File: config.mk
export PLATFORM = sky130hd
export DESIGN_NAME = free_list_manager
export DESIGN_NICKNAME = d
export VERILOG_FILES = /design/src/rtl/free_list_manager.sv
export SDC_FILE = /design/constraint.sdc
export NUM_CORES = 1
export LEC_CHECK = 0
export CAP_MARGIN = 40
export CORE_UTILIZATION = 55
export CTS_BUF_LIST = sky130_fd_sc_hd__clkbuf_16
export DETAILED_ROUTE_END_ITERATION = 8
export DONT_BUFFER_PORTS = 1
export GPL_TIMING_DRIVEN = 0
export PLACE_DENSITY = 0.7
export SETUP_SLACK_MARGIN = 0.15
export SLEW_MARGIN = 30
export SYNTH_ARGS = -nofsm -noshare
export SYNTH_HDL_FRONTEND = slang
export SYNTH_SLANG_ARGS = --single-unit
File: constraint.sdc
create_clock -name clk -period 6.7 [get_ports clk]
set_input_delay 1.005 -clock clk [delete_from_list [all_inputs] [get_ports clk]]
set_output_delay 1.005 -clock clk [all_outputs]
set_load 0.005 [all_outputs]
File: src/rtl/free_list_manager.sv
// Physical-register free list: circular FIFO of free rename tags, prefilled with NUM_ARCH..NUM_PHYS-1.
// Optional duplicate-release detection via a free bitmap is enabled by defining FREE_LIST_CHECK_EN.
module free_list_manager #(
  parameter int NUM_PHYS = 64,
  parameter int NUM_ARCH = 32,
  localparam int DEPTH = NUM_PHYS - NUM_ARCH,
  localparam int TAG_W = $clog2(NUM_PHYS),
  localparam int CNT_W = $clog2(DEPTH + 1),
  localparam int IDX_W = (DEPTH > 1) ? $clog2(DEPTH) : 1,
  localparam int PTR_W = IDX_W + 1
) (
  input  logic             clk,
  input  logic             rst_n,
  input  logic             flush,
  input  logic             alloc_req,
  output logic             alloc_gnt,
  output logic [TAG_W-1:0] alloc_tag,
  input  logic             release_valid,
  input  logic [TAG_W-1:0] release_tag,
  output logic [CNT_W-1:0] free_count,
  output logic             empty,
  output logic             overflow_err,
  output logic             double_free_err
);

  logic [TAG_W-1:0] fifo_q [DEPTH];
  logic [PTR_W-1:0] head_q, head_d;
  logic [PTR_W-1:0] tail_q, tail_d;
  logic [CNT_W-1:0] count_q, count_d;
  logic             ovfErr_q, ovfErr_d;
  logic             full;
  logic             relCandidate;
  logic             relAccept;
  logic             alreadyFree;

  // Pointers carry a wrap bit above the index so equal indices distinguish full from empty.
  function automatic logic [PTR_W-1:0] ptrInc(input logic [PTR_W-1:0] p);
    if (p[IDX_W-1:0] == IDX_W'(DEPTH - 1)) begin
      ptrInc = {~p[PTR_W-1], {IDX_W{1'b0}}};
    end else begin
      ptrInc = p + PTR_W'(1);
    end
  endfunction

  assign full  = (head_q[IDX_W-1:0] == tail_q[IDX_W-1:0]) && (head_q[PTR_W-1] != tail_q[PTR_W-1]);
  assign empty = (head_q == tail_q);

  assign alloc_tag  = fifo_q[head_q[IDX_W-1:0]];
  assign alloc_gnt  = alloc_req & ~empty & ~flush & rst_n;
  assign free_count = count_q;

  assign relCandidate = release_valid & ~flush & (release_tag != '0);
  assign relAccept    = relCandidate & ~full & ~alreadyFree;

  assign overflow_err = ovfErr_q;

  always_comb begin
    head_d   = head_q;
    tail_d   = tail_q;
    count_d  = count_q;
    ovfErr_d = relCandidate & full;
    if (flush) begin
      head_d  = '0;
      tail_d  = {1'b1, {IDX_W{1'b0}}};
      count_d = CNT_W'(DEPTH);
    end else begin
      if (alloc_gnt) begin
        head_d = ptrInc(head_q);
      end
      if (relAccept) begin
        tail_d = ptrInc(tail_q);
      end
      case ({relAccept, alloc_gnt})
        2'b10:   count_d = count_q + CNT_W'(1);
        2'b01:   count_d = count_q - CNT_W'(1);
        default: count_d = count_q;
      endcase
    end
  end

  always_ff @(posedge clk or negedge rst_n) begin
    if (!rst_n) begin
      head_q   <= '0;
      tail_q   <= {1'b1, {IDX_W{1'b0}}};
      count_q  <= CNT_W'(DEPTH);
      ovfErr_q <= 1'b0;
    end else begin
      head_q   <= head_d;
      tail_q   <= tail_d;
      count_q  <= count_d;
      ovfErr_q <= ovfErr_d;
    end
  end

  // Storage is refilled with the post-reset tag sequence on both reset and flush.
  always_ff @(posedge clk or negedge rst_n) begin
    if (!rst_n) begin
      for (int i = 0; i < DEPTH; i++) begin
        fifo_q[i] <= TAG_W'(NUM_ARCH + i);
      end
    end else if (flush) begin
      for (int i = 0; i < DEPTH; i++) begin
        fifo_q[i] <= TAG_W'(NUM_ARCH + i);
      end
    end else if (relAccept) begin
      fifo_q[tail_q[IDX_W-1:0]] <= release_tag;
    end
  end

`ifdef FREE_LIST_CHECK_EN
  localparam logic [NUM_PHYS-1:0] RESET_MAP = {NUM_PHYS{1'b1}} << NUM_ARCH;

  logic [NUM_PHYS-1:0] freeMap_q, freeMap_d;
  logic                dblErr_q, dblErr_d;

  assign alreadyFree     = freeMap_q[release_tag];
  assign double_free_err = dblErr_q;

  always_comb begin
    freeMap_d = freeMap_q;
    dblErr_d  = relCandidate & ~full & alreadyFree;
    if (flush) begin
      freeMap_d = RESET_MAP;
    end else begin
      if (alloc_gnt) begin
        freeMap_d[alloc_tag] = 1'b0;
      end
      if (relAccept) begin
        freeMap_d[release_tag] = 1'b1;
      end
    end
  end

  always_ff @(posedge clk or negedge rst_n) begin
    if (!rst_n) begin
      freeMap_q <= RESET_MAP;
      dblErr_q  <= 1'b0;
    end else begin
      freeMap_q <= freeMap_d;
      dblErr_q  <= dblErr_d;
    end
  end
`else
  assign alreadyFree     = 1'b0;
  assign double_free_err = 1'b0;
`endif

endmodule
==> Yosys cells after proc, flatten, opt, wreduce, memory -nomap -nowiden <==
Index checks and enable logic that the tools add are counted.
{ "op_classes": {"add_sub_neg": 4, "magnitude_cmp": 3, "n_eq_ne": 7, "n_mux": 16, "n_bitwise": 14, "n_reduce_logical": 6} }
{ "ops": {"columns": ["operator", "n"], "rows": [
  ["2-to-1 mux 192 bit", 2],
  ["bitwise mux 192 bit", 1],
  ["2-to-1 mux 6 bit", 10],
  ["binary-select mux 6 bit (select 5 bit)", 1],
  ["demux 6 bit (select 5 bit)", 1],
  ["adder 6 x 1 -> 6 bit, second input constant", 3],
  [">= comparator 6 bit, second input constant", 2],
  ["NOT 5 -> 6 bit", 2],
  ["one-hot mux 6 bit (2 select lines)", 1],
  ["== test 5 bit, second input constant", 2],
  ["AND 1 bit", 7],
  ["== test 6 bit", 1],
  ["< comparator 6 x 1 -> 1 bit, second input constant", 1],
  ["nonzero test 6 bit", 1],
  ["subtractor 6 x 1 -> 6 bit, second input constant", 1],
  ["== test 5 bit", 1],
  ["NOT 1 bit", 5],
  ["nonzero test 2 bit", 2],
  ["nonzero test 3 bit", 1],
  ["== test 2 x 1 -> 1 bit, second input constant", 1],
  ["== test 2 bit, second input constant", 1],
  ["logical AND 1 bit", 2],
  ["!= test 1 bit", 1]
]} }
{ "word_totals": {"register_bits": 211, "in_bits": 11, "output_inout_bits": 16, "word_cells": 86} }

==> Logic depth before layout (Yosys ltp) <==
{ "depth": {"depth_word": 8, "depth_mapped": 14, "mapped_depth_nobuf": 11} }

==> Worst setup path after synthesis <==
No wires, ideal clock.
{ "synth_path": {"path_type": "input to register", "startpoint": "in release_tag[1]", "endpoint": "reg count_q[5] (netlist: free_count[5])", "setup_time_ns": 0.083, "arrival_ns": 3.795, "t_required_ns": 6.617, "path_slack_ns": 2.823, "stages": 14, "n_path_buf": 3, "path_cell_list": "clkbuf_2 -> or4_4 -> o311ai_4 -> a31oi_1 -> buf_6 -> buf_2 -> nor2_1 -> ha_1 -> a21oi_1 -> a2bb2oi_1 -> a21oi_1 -> or3_1 -> a21oi_1 -> a211oi_2"} }
{ "synth_via": {"elab_chain_len": 6, "word_cells_on_any_way": 8, "classes_between": "2 x eq/ne; 2 x mux; 2 x bitwise; 2 x reduce/logical"} }
{ "synth_lines": {"columns": ["element", "line_no", "rtl"], "rows": [
  ["from (decl)", "19", "input logic [TAG_W-1:0] release_tag,"],
  ["nonzero test 6 bit *", "52", "assign relCandidate = release_valid & ~flush & (release_tag != '0);"],
  ["AND 1 bit *", "52", null],
  ["AND 1 bit *", "53", "assign relAccept = relCandidate & ~full & ~alreadyFree;"],
  ["== test 2 x 1 -> 1 bit / == test 2 bit (equally long branches)", "73", "case ({relAccept, alloc_gnt})"],
  ["one-hot mux 6 bit (2 select lines)", "73", null],
  ["2-to-1 mux 6 bit", "62", "if (flush) begin"],
  ["to (signal assigned)", "85", "count_q <= CNT_W'(DEPTH);"],
  ["to (signal assigned)", "90", "count_q <= count_d;"],
  ["to (decl)", "29", "logic [CNT_W-1:0] count_q, count_d;"]
]} }
Every way passes the cells marked *; elsewhere a longest branch is shown, timed or not.
A chain may end at the register's enable or synchronous reset.

==> Worst setup path after layout <==
{ "layout_path": {"startpoint": "reg head_q[0]", "endpoint": "out alloc_tag[5]"} }
{ "layout_via": {"elab_chain_len": 4} }
{ "layout_lines": {"columns": ["element", "line_no", "rtl"], "rows": [
  ["from (decl)", "27", "logic [PTR_W-1:0] head_q, head_d;"],
  ["from (signal assigned)", "83", "head_q <= '0;"],
  ["from (signal assigned)", "88", "head_q <= head_d;"],
  ["NOT 5 -> 6 bit (not written as such)", "48", "assign alloc_tag = fifo_q[head_q[IDX_W-1:0]];"],
  ["binary-select mux 6 bit (select 5 bit)", "48", null],
  ["2-to-1 mux 6 bit (not written as such) (2 in a row)", "48", null],
  ["to (decl)", "17", "output logic [TAG_W-1:0] alloc_tag,"]
]} }
Every way passes these cells. The select of a mux whose other input is x is not followed.

==> results.toml <==
[final_layout]
layout.nets = 941
antenna_cells = 0
area_growth_syn_to_layout_pct = 9.54
drive_gt1_share_pct = 30.1
fin_cells = 1199

[synth]
synth-seq-area-share_pct = 48.3
synth_nets = 913
ys_ff_latch = 211
synth_ff_type = "dfstp_2"
synth_cell_type_count = 48
synth_edf_count = 0
async_flop_share_pct = 100
yosys_warnings = 0
synth_most_common_cell = "mux2i_1"
synth.top_cells.by_area = "dfstp_2, dfrtp_1, mux2i_1, mux4_2, nand3_4"
yosys-top-cells-count = "mux2i_1, nand2_1, dfstp_2"
yosysTopAreaCell = "dfstp_2"
avgSynthCellArea_um2 = 12.6
netlist.area_leader.share_pct = 26.7
netlist_area_mm2 = 0.0112
postSynthCellCount = 890

[power]
power_density_mw_per_mm2 = 217
p_leak_uw = 0.00605
peakVddDrop_uv = 148

[clocking]
root_buffer = "clkbuf_16"
cts_tree = "built"
clkTransAtPathRegs_ns = 0.06
postCtsSetupRepairBufs = 0
clock_path_buffers = 3
clk_latency_ns = 0.50
h-tree-depth = 1
clock_sinks = 211
cts_buffers = 23
hold_buffers = 0
cts_resized = 0

[critical_path]
crit_path_top_delay_cell = "mux4_2"
worstPathArrival_ns = 3.10
crit_fanout = 10
critPathKind = "reg -> out"
crit_family = "multiplexers"
cpPeakStageDelay_ns = 0.64
end_kind = "output pin"
path_buf_inv = 2
setup.worst_path.start_class = "flop"
cp_data_required_time_ns = 5.69
worstPathCellList = "buf_2, buf_2, mux4_2, mux4_2, mux2_2"

[detailed_routing]
avgRoutedWirePerCell_um = 23.7
drcViolationCount = 0
ant_nets = 0
wl_um = 28500
drt-pass1-iter-count = 5
vias = 7176
dr.first_iter.drc_count = 477
vias_per_cell = 5.98

[sta]
fin_tns_setup_ns = 0
slew_headroom_pct = 45.2
setup_viol = 0
fin_worst_skew_ns = 0.0145
max_freq_ghz = 0.244
drv_slew = 0
hold_viol = 0
min_period_over_period_pct = 61.2
tightest_slew_ns = 0.822
rsz0062_at_grt = "no"
finalCriticalPeriod_ns = 4.10

[outcome]
status = "finished, final reports clean"

[job]
cap_viol_max_count = 0

[global_route]
first_global_vias = 7199
grt_pass1_wl_um = 43800
grt_max_degree = 213
track_usage_pct = 28.7
gr-total-overflow = 0
antenna_found_initial = 0

[floorplanning]
dieArea_mm2 = 0.0210
io_pins = 27
dieHeight_um = 145
core_mm2 = 0.0197
num_rows = 51
die_x_um = 145
initial_core_util_pct = 56.9

[min_path]
hold_path.class = "in -> async"

[place]
gp_congestion = 0.930
place_hpwl_um = 19600
post-place-cells = 1156
port_buffers = 0
==> sequential cells by signal, indices dropped and copies added, names as in the netlist <==
register,flops
tail_q,6
overflow_err,1
free_count,6
fifo_q,192
head_q,6
==> final timing paths <==
path                       slack [ns]  cells past startpoint         from       endpoint
min                              0.20                      0        rst_n    fifo_q[183]
max                              2.60                      5    head_q[0]   alloc_tag[5]
max reg2reg                      3.09                     14    head_q[0]  free_count[5]
min in group clk                 0.52                      2  fifo_q[183]    fifo_q[183]
min reg2reg                      0.52                      2  fifo_q[183]    fifo_q[183]
max in group asynchronous        6.01                      0        rst_n    fifo_q[113]
==> per-stage QoR <==
| stage | hold WS (ns) | setup WS (ns) | power (uW) | utilization, % | cell area (um2) |
|---|---|---|---|---|---|
| 2_1_floorplan | 0.484 | 2.82 | 1440 | - | 11200 |
| 3_3_place_gp | 0.498 | 2.35 | 1500 | 58.6 | 11600 |
| 3_5_place_dp | 0.511 | 2.30 | 1500 | 58.7 | 11600 |
| 4_1_cts | 0.183 | 2.60 | 2690 | 62.3 | 12300 |
| 5_1_grt | 0.172 | 2.51 | 2760 | 62.4 | 12300 |
| 6_report | 0.196 | 2.60 | 2670 | 62.4 | 12300 |
==> cell families after synthesis <==
logic type / Yosys count / synth area share [%]
simple gates: 276 / 13.9
mux: 260 / 29.9
flops: 211 / 48.3
buf+inv: 84 / 3.32
compound gates: 34 / 2.12
fa+ha+maj: 12 / 1.40
xor+xnor: 12 / 1.00
other cells: 1 / 0.0334
==> power breakdown <==
part | leakage (uW) | switching, uW | internal (uW)
logic | 0.00313 | 128 | 62.3
clock network | 0.000369 | 509 | 683
registers | 0.00255 | 7.13 | 1290
==> area by class of cell <==
cell class	count	area, um2
Multi-Input combinational cell	595	5440
Sequential cell	211	5420
Tap cell	265	332
Timing Repair Buffer	3	27.5
Fill cell	1552	7420
Clock inverter	17	101
Inverter	6	22.5
Buffer	78	355
Clock buffer	24	601
==> metal layers <==
metal	global-route usage [%]	wire, um	vias to the layer above
li1	-	-	3206
met1	40.6	12400	3694
met2	45.5	13300	234
met3	5.33	2040	42
met4	7.81	678	0
met5	0	0	-
==> cells in the final DEF, fill, tap and decap left out, types with 3 or more instances in the layout <==
master     instances
a21o_1             3
a21oi_1            9
and3_1             6
buf_1              5
buf_2             20
buf_6              6
clkbuf_1          47
clkbuf_16         24
clkinv_1           3
clkinv_2           3
dfrtp_1           97
dfstp_2          114
ha_1              11
inv_1             14
mux2_2             7
mux2i_1          193
mux4_2            60
nand2_1          120
nand2b_1           3
nand3_1            5
nand3_2            3
nand3_4           29
nor2_1            93
o21ai_0           10
xnor2_1            3
xor2_1             8
(Power assumes the default switching activity.)
